`config.mk`:
```
export PLATFORM = sky130hd
export DESIGN_NAME = instr_boot_loader
export DESIGN_NICKNAME = d
export VERILOG_FILES = /design/src/rtl/mips16_pkg.sv /design/src/rtl/byte_word_assembler.sv /design/src/rtl/instr_boot_loader.sv
export SDC_FILE = /design/constraint.sdc
export NUM_CORES = 1
export LEC_CHECK = 0
export BUFFER_PORTS_ARGS = -buffer_cell sky130_fd_sc_hd__buf_2
export CORE_UTILIZATION = 30
export CTS_CLUSTER_SIZE = 12
export DETAILED_ROUTE_END_ITERATION = 8
export PLACE_DENSITY = 0.48
export SLEW_MARGIN = 10
export SYNTH_ARGS = -nofsm -noshare
export SYNTH_HDL_FRONTEND = slang
export SYNTH_SLANG_ARGS = --single-unit
```
`constraint.sdc`:
```
create_clock -name clock -period 2.3 [get_ports clock]
set_input_delay 0 -clock clock [delete_from_list [all_inputs] [get_ports clock]]
set_output_delay 0 -clock clock [all_outputs]
set_load 0.05 [all_outputs]
```
`src/rtl/mips16_pkg.sv`:
```
// Shared definitions for the instruction boot loader.
package mips16_pkg;

  // Loader sequencing: two header bytes, then the instruction payload.
  typedef enum logic [2:0] {
    HDR_HI = 3'd0,
    HDR_LO = 3'd1,
    LOAD   = 3'd2,
    DONE   = 3'd3,
    ERROR  = 3'd4
  } loader_state_e;

  // Number of bytes in the big-endian word-count header.
  localparam int HDR_LEN = 2;

endpackage

```
`src/rtl/byte_word_assembler.sv`:
```
// Packs a big-endian byte stream into 32-bit words. The first three bytes
// of a word are held in a shift register; the fourth is combined on the fly
// so the word is presented in the same cycle the final byte arrives.
module byte_word_assembler (
  input  logic        clock_i,
  input  logic        reset_i,
  input  logic        byte_en_i,
  input  logic [7:0]  byte_i,
  output logic        word_ready_o,
  output logic [31:0] word_o
);

  logic [23:0] shift_q;
  logic [1:0]  cnt_q;

  // Shift accepted bytes in MSB-first; the byte counter wraps after each word.
  always_ff @(posedge clock_i) begin
    if (reset_i) begin
      shift_q <= 24'd0;
      cnt_q   <= 2'd0;
    end else if (byte_en_i) begin
      shift_q <= {shift_q[15:0], byte_i};
      cnt_q   <= cnt_q + 2'd1;
    end
  end

  // A word completes when the fourth byte is being accepted.
  always_comb begin
    word_ready_o = byte_en_i && (cnt_q == 2'd3);
    word_o       = {shift_q, byte_i};
  end

endmodule

```
`src/rtl/instr_boot_loader.sv`:
```
// Boot loader: receives a word-count header and a program image over a
// valid/ready byte stream, writes it into instruction memory, then releases
// the CPU. Oversized images are rejected and the stream is drained.
module instr_boot_loader
  import mips16_pkg::*;
#(
  parameter int DEPTH  = 64,
  parameter int ADDR_W = 6
) (
  input  logic              clock,
  input  logic              reset,
  input  logic [7:0]        rx_data,
  input  logic              rx_valid,
  output logic              rx_ready,
  output logic              mem_we,
  output logic [ADDR_W-1:0] mem_addr,
  output logic [31:0]       mem_wdata,
  output logic              cpu_run,
  output logic              load_err,
  output logic [15:0]       word_count
);

  loader_state_e     state_q;
  logic              rx_ready_q;
  logic              mem_we_q;
  logic [ADDR_W-1:0] mem_addr_q;
  logic [31:0]       mem_wdata_q;
  logic              cpu_run_q;
  logic              load_err_q;
  logic [15:0]       word_count_q;
  logic [ADDR_W:0]   word_idx_q;

  logic        accept;
  logic        all_written;
  logic        asm_en;
  logic        word_ready;
  logic [31:0] word;
  logic [15:0] header_n;

  // Handshake and progress terms derived from the registered state.
  always_comb begin
    accept      = rx_valid && rx_ready_q;
    all_written = ({{(15 - ADDR_W){1'b0}}, word_idx_q} == word_count_q);
    asm_en      = accept && (state_q == LOAD) && !all_written;
    header_n    = {word_count_q[15:8], rx_data};
  end

  byte_word_assembler u_asm (
    .clock_i      (clock),
    .reset_i      (reset),
    .byte_en_i    (asm_en),
    .byte_i       (rx_data),
    .word_ready_o (word_ready),
    .word_o       (word)
  );

  // Loader FSM; every output is registered and set from the state being entered.
  always_ff @(posedge clock) begin
    if (reset) begin
      state_q      <= HDR_HI;
      rx_ready_q   <= 1'b0;
      mem_we_q     <= 1'b0;
      mem_addr_q   <= '0;
      mem_wdata_q  <= 32'd0;
      cpu_run_q    <= 1'b0;
      load_err_q   <= 1'b0;
      word_count_q <= 16'd0;
      word_idx_q   <= '0;
    end else begin
      mem_we_q <= 1'b0;
      case (state_q)
        HDR_HI: begin
          rx_ready_q <= 1'b1;
          if (accept) begin
            word_count_q[15:8] <= rx_data;
            state_q            <= HDR_LO;
          end
        end
        HDR_LO: begin
          rx_ready_q <= 1'b1;
          if (accept) begin
            word_count_q[7:0] <= rx_data;
            if (header_n == 16'd0) begin
              state_q    <= DONE;
              rx_ready_q <= 1'b0;
              cpu_run_q  <= 1'b1;
            end else if (header_n > 16'(DEPTH)) begin
              state_q    <= ERROR;
              load_err_q <= 1'b1;
            end else begin
              state_q <= LOAD;
            end
          end
        end
        LOAD: begin
          if (all_written) begin
            state_q    <= DONE;
            rx_ready_q <= 1'b0;
            cpu_run_q  <= 1'b1;
          end else if (word_ready) begin
            mem_we_q    <= 1'b1;
            mem_wdata_q <= word;
            mem_addr_q  <= word_idx_q[ADDR_W-1:0];
            word_idx_q  <= word_idx_q + {{ADDR_W{1'b0}}, 1'b1};
          end
        end
        DONE: begin
          rx_ready_q <= 1'b0;
          cpu_run_q  <= 1'b1;
        end
        ERROR: begin
          rx_ready_q <= 1'b1;
          load_err_q <= 1'b1;
        end
        default: begin
          state_q <= HDR_HI;
        end
      endcase
    end
  end

  // Drive ports straight from the registers.
  always_comb begin
    rx_ready   = rx_ready_q;
    mem_we     = mem_we_q;
    mem_addr   = mem_addr_q;
    mem_wdata  = mem_wdata_q;
    cpu_run    = cpu_run_q;
    load_err   = load_err_q;
    word_count = word_count_q;
  end

endmodule

```
==> results of run 1 <==
## cell type report
class                      count  area, um^2
fill                        1253        7450
sequential                    94        1880
multi-input combinational    269        1660
timing repair buffer          83         498
clock buffer                  10         239
tap                          147         184
clock inverter                 6        83.8
inverter                       4        15.0
## cell families (layout without fill, tap and decap cells)
logic type | after synthesis | in the layout
AO/OA/AOI/OAI | 32 | 32
XOR/XNOR | 8 | 8
adder cells (fa/ha/maj) | 2 | 2
buffers and inverters | 28 | 103
flip-flops | 94 | 94
multiplexers | 67 | 67
AND/OR/NAND/NOR | 160 | 160
## how the worst max path moves through the flow
stage,startpoint,cells past startpoint,end
5_1_grt,word_count[12]$_SDFFE_PP0P_,6,word_idx_q[3]$_SDFFE_PP0P_
3_5_place_dp,word_count[12]$_SDFFE_PP0P_,6,word_idx_q[3]$_SDFFE_PP0P_
4_1_cts,word_count[12]$_SDFFE_PP0P_,6,word_idx_q[3]$_SDFFE_PP0P_
6_report,word_count[12]$_SDFFE_PP0P_,6,word_idx_q[3]$_SDFFE_PP0P_
3_3_place_gp,word_count[12]$_SDFFE_PP0P_,6,word_idx_q[3]$_SDFFE_PP0P_
2_1_floorplan,word_count[8]$_SDFFE_PP0P_,8,mem_wdata[10]$_SDFFE_PP0P_
## Yosys cell counts
cell         n
o31ai_1      1
ha_1         2
nor4_2       2
buf_6        4
nand3b_1     1
and4_1       1
o211ai_1     1
o31a_1       1
nor3_1       4
or4_1        2
o21ai_0      1
mux2i_1     66
inv_1        3
buf_2        3
a221oi_1     1
nor2_1      13
a41o_1       1
clkinv_1     1
nand4_1      4
nand2_1    111
o21ai_1      1
nor2b_1      1
nand2b_1     2
a2bb2oi_1    1
o311a_1      2
nand3_1     10
nor4_1       3
and2_1       2
dfxtp_1     94
xnor2_1      8
o21a_1       2
mux2_2       1
a21oi_1     18
and3_1       1
nor3b_1      1
a31oi_1      1
a211o_1      1
clkbuf_1    17
or2_2        2
## power by group through the flow
stage	Combinational [W]	Sequential, W	Clock, W
finish	0.000227	0.00166	0.00160
global route	0.000246	0.00166	0.00173
CTS	0.000228	0.00166	0.00164
detailed placement	0.000217	0.00170	0
global placement	0.000218	0.00170	0
floorplan	0.000102	0.00174	0
## critical path, cell delays in order, from the launching register on
cell     delay, ns
dfxtp_1       0.33
nor4_2        0.44
nand4_1       0.22
o31a_2        0.41
buf_4         0.29
nand3_1       0.17
mux2i_1       0.18
## per-layer routing
metal,wire length [um],part of all wire [%],up-vias
met1,4320,50,1339
li1,-,-,1476
met2,3830,44,51
met5,0,0,-
met4,192,2.2,0
met3,350,4.0,11
## through the flow
stage	worst slack [ns]	hold slack, ns
floorplan	0.163	0.136
global placement	0.222	0.295
detailed placement	0.192	0.295
CTS	0.157	0.0610
global route	0.0541	0.0995
finish	0.190	0.0681
## cell usage in the layout (no fill, tap or decap), types with 2 or more instances in the layout
cell type	Yosys	routed
nor3_1	4	4
inv_1	3	3
ha_1	2	2
buf_4	0	5
clkinv_2	0	3
dfxtp_1	94	94
or4_1	2	2
nand2b_1	2	2
buf_2	3	68
or2_2	2	2
nor2_1	13	13
nand4_1	4	4
buf_12	0	2
nor4_2	2	2
o311a_1	2	2
dlygate4sd3_1	0	8
nand2_1	111	111
bufinv_16	0	2
clkbuf_16	0	9
o21a_1	2	2
nand3_1	10	10
nor4_1	3	3
a21oi_1	18	18
xnor2_1	8	8
mux2i_1	66	66
## state kept, by name, summed over array words and instances (netlist names)
| name | count |
|---|---|
| u_asm.cnt_q | 2 |
| rx_ready | 1 |
| u_asm.shift_q | 24 |
| mem_wdata | 32 |
| state_q | 3 |
| mem_we | 1 |
| mem_addr | 6 |
| cpu_run | 1 |
| word_count | 16 |
| word_idx_q | 7 |
| load_err | 1 |
==> summary.md, run 1 <==
| Metric | Value |
|---|---|
| Clock Sinks | `between 90 and 100` |
| DP Area | `4160 um^2` |
| Crit path kind | `reg2reg` |
| GRT Util Overall | `14.4%` |
| RSZ-0062 raised after global routing | `false` |
| Synth Area in Adders | `0.680%` |
| Post-cts sizing count | `0` |
| Max Cap Viol | `0` |
| CTS tree | `built` |
| CTS buffer count | `9` |
| R2R Path End | `word_idx_q[3]$_SDFFE_PP0P_` |
| Worst hold path endpoint | `mem_addr[2]$_SDFFE_PP0P_` |
| Post-layout util | `38.0%` |
| Setup Skew | `0.00835 ns` |
| Total die area | `12700 um^2` |
| Setup Viol. Count Final | `0` |
| Mapped Area | `3680 um^2` |
| Synth warn | `0` |
| Detailed Route Iter0 Violations | `100` |
| Fin Setup TNS | `0 ns` |
| Min cycle time layout | `between 2 and 2.5 ns` |
| Worst Hold Class | `in2reg` |
| Number of global-route vias before repair | `between 2000 and 3000` |
| Longest Clk Path Bufs | `2` |
| Area Growth Syn to Fin | `24.0%` |
| Post-route cell area | `4570 um^2` |
| CORE AREA | `12000 um^2` |
| H-tree Lvls | `3` |
| Sw Share | `22.7%` |
| Met2 GRT Util | `22.0%` |
| Mapped Cells | `391` |
| Final hold vios | `0` |
| Leak Pwr | `1.82 nW` |
| Met1 Usage GRT | `a little under a fifth` |
| Crit path DAT | `~2.4 ns` |
| Most used routing layer | `met2` |
| FF+latch count, synth | `94` |
| CP Capture Type | `flop` |
| Outcome | `complete, no violations` |
| Max-slew headroom | `51.5%` |
| Detail Route Antenna Nets | `0` |
| Clock root cell | `clkbuf_16` |
| PortBufs | `slightly below 70` |
| Compound-Gate Fraction of Synth Area | `5.47%` |
| Clock share of power | `45.9%` |
| Antenna cells | `0` |
| Hold_sp | `reset` |
| PwrDens | `764 nW/um^2` |
| Largest net degree at the start of global routing | `46` |
| Setup Buffers After CTS | `0` |
| Flop2flop setup slack | `0.19 ns` |
| Detailed Route WL | `8.69 mm` |
| Post-synthesis mux area share | `between 10% and 20%` |
| Clock Latency Late Sink | `0.34 ns` |
| Mean Syn Cell Area | `about 9.4 um^2` |
| GPL Wtd Cong | `0.723` |
| Flop pwr share | `47.6%` |
| Crit-path max FO | `30` |
| Initial antenna violation count | `0` |
| Starting Density | `30.7%` |
| Mapped Nets | `around 400` |
| Nets@finish | `474` |
| Floorplan row count | `40` |
| Iteration count of the initial detailed-routing pass | `5` |
| Fin cells | `613` |
| Startpoint types | `flop` |
| Worst-Margin Slew | `0.725 ns` |
| Post-synth top area share | `51.1%` |
| Share of cells above drive strength 1 | `about a fifth` |
| DRC viols | `0` |
| Die height | `113 um` |
| Reg2reg path depth | `6` |
| Internal Power | `0.00270 W` |
| Area share of xor/xnor cells in the synthesized design | `1.90%` |
| Dpl hpwl | `5.99 mm` |
| Reg clk slew, reported paths | `approximately 0.07 ns` |
| Peak supply drop | `0.304 mV` |
| Placed Instances | `589` |
| Comb pwr share | `roughly 6.5%` |
| Simple-Gate Fraction of Synth Area | `18.8%` |
| Cell taking the most area after synthesis | `dfxtp_1` |
| Net switching power | `slightly below 0.0008 W` |
| M3 GR Usage | `about 3.0%` |
| Horiz. Die Dim | `113 um` |
| Netlist cell types | `39` |
| Critical R2R Launch | `word_count[12]$_SDFFE_PP0P_` |
| Area contributors post-synth | `dfxtp_1, mux2i_1, nand2_1` |
| Pwr Total | `around 0.0035 W` |
| WP data required | `2.57 ns` |
| Total I/O pin count | `69` |
| Gr ovfl total | `0` |
| Pins Over Slew Limit | `0` |
| Average via count per standard cell | `4.69` |
| Wire per inst | `roughly 14 um` |
| Cts hold-fix bufs | `8` |
| Vias | `2877` |
| Period utilization | `approximately nine tenths` |
| Peak Freq | `~470 MHz` |
| First-pass GRT wire length | `14.3 mm` |
| Combinational family with the most area after synthesis | `simple AND/OR/NAND/NOR gates` |
| Sequential fraction of the synthesis area | `51.1%` |
| Hold Crit Depth | `4` |
Power figures use the tool's default switching activity.
==> run 2, diff against run 1 <==
- PLACE_DENSITY: 0.48 -> default
==> summary.md, run 2 (same netlist as run 1, synthesis figures left out) <==
| Metric | Value |
|---|---|
| Outcome | `complete, no violations` |
| Setup WS post-layout | `~0.15 ns` |
| Pins Over Slew Limit | `0` |
| Initial antenna violation count | `0` |
| Number of global-route vias before repair | `2851` |
| Longest Clk Path Bufs | `2` |
| Fin Setup TNS | `0 ns` |
| PwrDens | `741 nW/um^2` |
| Max reg flops | `32` |
| CP max-delay cell | `o31a_2` |
| Leak Pwr | `1.80 nW` |
| Clock Latency Late Sink | `0.34 ns` |
| Sw Share | `around 23%` |
| Peak supply drop | `0.310 mV` |
| Pwr Total | `0.00336 W` |
| Gr ovfl total | `0` |
| Total die area | `approximately 13000 um^2` |
| Setup Buffers After CTS | `0` |
| CP top delay family | `simple AND/OR/NAND/NOR gates` |
| Worst-Margin Slew | `a little under 0.7 ns` |
| Floorplan row count | `40` |
| Min cycle time layout | `~2.2 ns` |
| Worst Hold Class | `in2reg` |
| Setup Skew | `0.00698 ns` |
| Crit-path max FO | `35` |
| Share of cells above drive strength 1 | `20.9%` |
| Net switching power | `0.000771 W` |
| Commonest non-fill, non-tap cells in the layout | `nand2_1, dfxtp_1, buf_2, mux2i_1, a21oi_1` |
| Wire per inst | `14.0 um` |
| Crit path cell chain | `nor4_2 -> nand4_1 -> o31a_2 -> and2_2 -> buf_12 -> mux2i_1` |
| Startpoint types | `flop` |
| Flop pwr share | `49.4%` |
| CORE AREA | `between 10000 and 15000 um^2` |
| Setup Viol. Count Final | `0` |
| Crit path kind | `reg2reg` |
| CP max stage delay | `0.48 ns` |
| PortBufs | `68` |
| Max-slew headroom | `53.7%` |
| Peak Freq | `465 MHz` |
| Vias | `2895` |
| Buf+Inv Stages, Crit Path | `1` |
| Clock share of power | `43.9%` |
| First-pass GRT wire length | `13.9 mm` |
| Fillcell total | `1238` |
| Die height | `113 um` |
| H-tree Lvls | `3` |
| Detailed Route WL | `~8.5 mm` |
| Crit path DAT | `2.36 ns` |
| CP Capture Type | `flop` |
| Detailed Route Iter0 Violations | `199` |
| Largest net degree at the start of global routing | `65` |
| Internal Power | `0.00259 W` |
| Clock root cell | `clkbuf_16` |
| Average via count per standard cell | `4.73` |
| GRT Util Overall | `14.0%` |
| Antenna cells | `0` |
| Reg clk slew, reported paths | `0.06 ns` |
| Commonest non-fill, non-tap cell in the layout | `nand2_1` |
| Detail Route Antenna Nets | `0` |
| Nets@finish | `473` |
| GPL Wtd Cong | `0.852` |
| Area Growth Syn to Fin | `23.1%` |
| Period utilization | `~94%` |
| CTS tree | `built` |
| Max Cap Viol | `0` |
| Horiz. Die Dim | `113 um` |
| Iteration count of the initial detailed-routing pass | `4` |
| Comb pwr share | `6.7%` |
| WP data required | `2.51 ns` |
| DRC viols | `0` |
| Dpl ws | `about 0.17 ns` |
| Clock Sinks | `94` |
| CTS buffer count | `9` |
| Starting Density | `30.7%` |
| Dpl hpwl | `5.97 mm` |
| Total I/O pin count | `69` |
| RSZ-0062 raised after global routing | `false` |
| Final hold vios | `0` |
[run 2: changes by cell type in the layout (fill, tap and decap cells not counted), sizes merged]
cell and change:
buf -1, clkinvlp +1, bufinv -1, clkbuf +1
clkinv -1
[run 2: area by class of cell]
cell class | instances | area (um^2) | share of cell area, %
Inverter | 4 | 15.0 | 0.331
Multi-Input combinational cell | 269 | 1660 | 36.7
Tap cell | 147 | 184 | 4.06
Clock inverter | 5 | 56.3 | 1.24
Clock buffer | 11 | 243 | 5.35
Timing Repair Buffer | 82 | 490 | 10.8
Sequential cell | 94 | 1880 | 41.5
[run 2: repair_timing]
action | 4_1_cts | 5_1_grt
endpoints found under the hold margin | 17 | 0
endpoints found under the setup margin | 0 | 0
resized for setup | 0 | 0
hold buffers | 8 | 0
[run 2: worst min-delay path, cell delays in order]
cell and delay [ns]:
buf_2 0.09, inv_2 0.11, nand2_1 0.09, mux2i_1 0.05
[run 2: final timing paths]
check,from,endpoint,slack (ns),cells past startpoint
setup / recovery,word_count[8]$_SDFFE_PP0P_,mem_wdata[17]$_SDFFE_PP0P_,0.15,6
hold / removal,reset,mem_wdata[0]$_SDFFE_PP0P_,0.07,4
setup reg to reg,word_count[8]$_SDFFE_PP0P_,mem_wdata[17]$_SDFFE_PP0P_,0.15,6
hold reg to reg,cpu_run$_SDFFE_PP0P_,cpu_run$_SDFFE_PP0P_,0.44,2
[run 2: power by group through the flow]
stage               Sequential (W)  Clock (W)  Combinational (W)
finish                     0.00166    0.00147           0.000225
global placement           0.00170          0           0.000213
global route               0.00166    0.00159           0.000244
CTS                        0.00166    0.00151           0.000225
detailed placement         0.00170          0           0.000214
floorplan                  0.00174          0           0.000102
[run 2: per-layer routing]
layer  GRT usage [%]  wire [um]  vias up
met5               0          0        -
met4            6.49        180        0
met3            3.43        285       13
met2            22.0       3880       57
met1            18.2       4200     1359
li1                -          -     1466
[run 2: metrics by stage]
step	utilization (%)	instance area (um^2)	hold WS [ns]	std cells
floorplan	-	3680	0.136	391
global placement	34.6	4160	0.301	588
detailed placement	34.6	4160	0.302	588
CTS	37.8	4530	0.0658	612
global route	37.8	4530	0.0887	612
finish	37.8	4530	0.0727	612
==> run 3, diff against run 2 <==
- CORE_UTILIZATION: 30 -> 49
- PLACE_DENSITY: default -> 0.75
- clock period: 2.3 -> 1.8 ns (I/O delays scaled with it)
==> summary.md, run 3 (same netlist as run 1, synthesis figures left out) <==
| Metric | Value |
|---|---|
| Gr ovfl total | `0` |
| Setup Skew | `0.00658 ns` |
| Antenna cells | `0` |
| Clock Latency Late Sink | `between 0.3 and 0.4 ns` |
| CP Capture Type | `flop` |
| Setup Viol. Count Final | `1` |
| Nets@finish | `495` |
| Dpl hpwl | `5.52 mm` |
| Detailed Route WL | `8.33 mm` |
| Clock share of power | `between 30% and 40%` |
| Share of cells above drive strength 1 | `between 20 and 30%` |
| Storage element area | `1910 um^2` |
| Total I/O pin count | `69` |
| GPL Wtd Cong | `0.824` |
| Pwr Total | `0.00400 W` |
| Floorplan row count | `31` |
| Total die area | `7870 um^2` |
| Most used routing layer | `met2` |
| DRC viols | `0` |
| Multi-input gate area | `1720 um^2` |
| Net switching power | `0.000957 W` |
| Clock root cell | `clkbuf_8` |
| Max reg flops | `32` |
| PortBufs | `between 60 and 70` |
| Die height | `slightly below 90 um` |
| Vias | `between 3000 and 4000` |
| Crit-path max FO | `3` |
| Largest net degree at the start of global routing | `40` |
| Max Cap Viol | `0` |
| Dpl ws | `-0.145 ns` |
| Fillcell total | `609` |
| Max-slew headroom | `a little under three quarters` |
| CTS tree | `built` |
| Peak supply drop | `0.527 mV` |
| CTS buffer count | `9` |
| GRT Util Overall | `22.4%` |
| PwrDens | `861 nW/um^2` |
| Crit path DAT | `2.08 ns` |
| Fin cells | `586` |
| Peak Freq | `between 500 and 600 MHz` |
| Detail Route Antenna Nets | `0` |
| Met2 GRT Util | `34.7%` |
| WP data required | `approximately 2 ns` |
| Min cycle time layout | `1.84 ns` |
| Comb pwr share | `7.9%` |
| Commonest non-fill, non-tap cells in the layout | `nand2_1, dfxtp_1, buf_2, mux2i_1, buf_4` |
| Outcome | `complete, but fails checks` |
| Pins Over Slew Limit | `0` |
| Post-layout util | `64.0%` |
| Met1 Usage GRT | `31.1%` |
| Hold_ws | `0.249 ns` |
| Startpoint types | `flop` |
| Initial antenna violation count | `0` |
| CORE AREA | `7250 um^2` |
| M3 GR Usage | `between 3 and 4%` |
| Placed Instances | `558` |
| Reg clk slew, reported paths | `0.09 ns` |
| Number of global-route vias before repair | `roughly 2800` |
| Worst Hold Class | `in2reg` |
| First-pass GRT wire length | `13.4 mm` |
| Internal Power | `roughly 0.003 W` |
| Setup WS post-layout | `-0.0385 ns` |
| Leak Pwr | `1.90 nW` |
| Final hold vios | `0` |
| Iteration count of the initial detailed-routing pass | `4` |
| H-tree Lvls | `3` |
| Setup Buffers After CTS | `0` |
| RSZ-0062 raised after global routing | `true` |
| Sw Share | `about a quarter` |
| Area Growth Syn to Fin | `26.1%` |
| Wire per inst | `14.2 um` |
| Violated checks | `negative setup slack` |
| Clock Sinks | `94` |
| Flop pwr share | `between 50% and 60%` |
| Crit path kind | `reg2reg` |
| Detailed Route Iter0 Violations | `168` |
| Longest Clk Path Bufs | `2` |
| Starting Density | `50.8%` |
| Horiz. Die Dim | `88.7 um` |
| Commonest non-fill, non-tap cell in the layout | `nand2_1` |
| Worst-Margin Slew | `0.432 ns` |
| Period utilization | `102%` |
| Average via count per standard cell | `5.16` |
run 3: changes by cell type in the layout (fill, tap and decap cells not counted), moves of 4 or more:
cell	delta
clkbuf_16	-9
dfxtp_2	+13
dfxtp_4	+4
dfxtp_1	-17
buf_4	+18
and2_4	+4
clkbuf_8	+9
run 3: final cells by class:
cell class / instances / area share, %
inverter: 4 / 0.323
timing repair buffer: 101 / 13.7
sequential: 94 / 41.2
multi-input combinational: 272 / 37.1
tap: 99 / 2.67
clock buffer: 10 / 2.96
clock inverter: 6 / 1.99
run 3: final timing paths:
kind / startpoint / to / slack (ns) / cells after the start
worst max-delay path: word_count[11]$_SDFFE_PP0P_ / word_idx_q[6]$_SDFFE_PP0P_ / -0.04 / 5
worst min-delay path: rx_valid / state_q[2]$_SDFFE_PP0P_ / 0.25 / 6
worst max register to register: word_count[11]$_SDFFE_PP0P_ / word_idx_q[6]$_SDFFE_PP0P_ / -0.04 / 5
worst min register to register: mem_wdata[30]$_SDFFE_PP0P_ / mem_wdata[30]$_SDFFE_PP0P_ / 0.46 / 2
run 3: power by group through the flow:
stage	Clock [W]	Combinational, W	Sequential, W
2_1_floorplan	0	0.000138	0.00222
5_1_grt	0.00168	0.000341	0.00212
3_3_place_gp	0	0.000292	0.00216
3_5_place_dp	0	0.000297	0.00217
4_1_cts	0.00159	0.000313	0.00212
6_report	0.00156	0.000315	0.00212
run 3: repair_timing:
action,4_1_cts,5_1_grt
pin swaps,1,0
cloned,3,0
hold endpoints to repair,30,0
setup endpoints to repair,60,71
hold buffers,9,0
resized for setup,4,3
run 3: stage by stage:
step / setup TNS (ns) / cell area, um^2
CTS: -0.0450 / 4630
floorplan: -2.50 / 3750
global route: -2.63 / 4640
detailed placement: -4.64 / 4280
finish: -0.0385 / 4640
global placement: -3.64 / 4280
run 3: critical path: stages, from the launching register on:
cell and delay (ns):
dfxtp_4 0.36, nor4_4 0.31, nand4_1 0.22, nor3_1 0.33, or4_1 0.19, mux2_2 0.32
run 3: metal layers:
metal  part of all wire, %  vias up
li1                      -     1510
met1                    48     1419
met2                    47       78
met3                   3.7       17
met4                   1.5        0
met5                     0        -
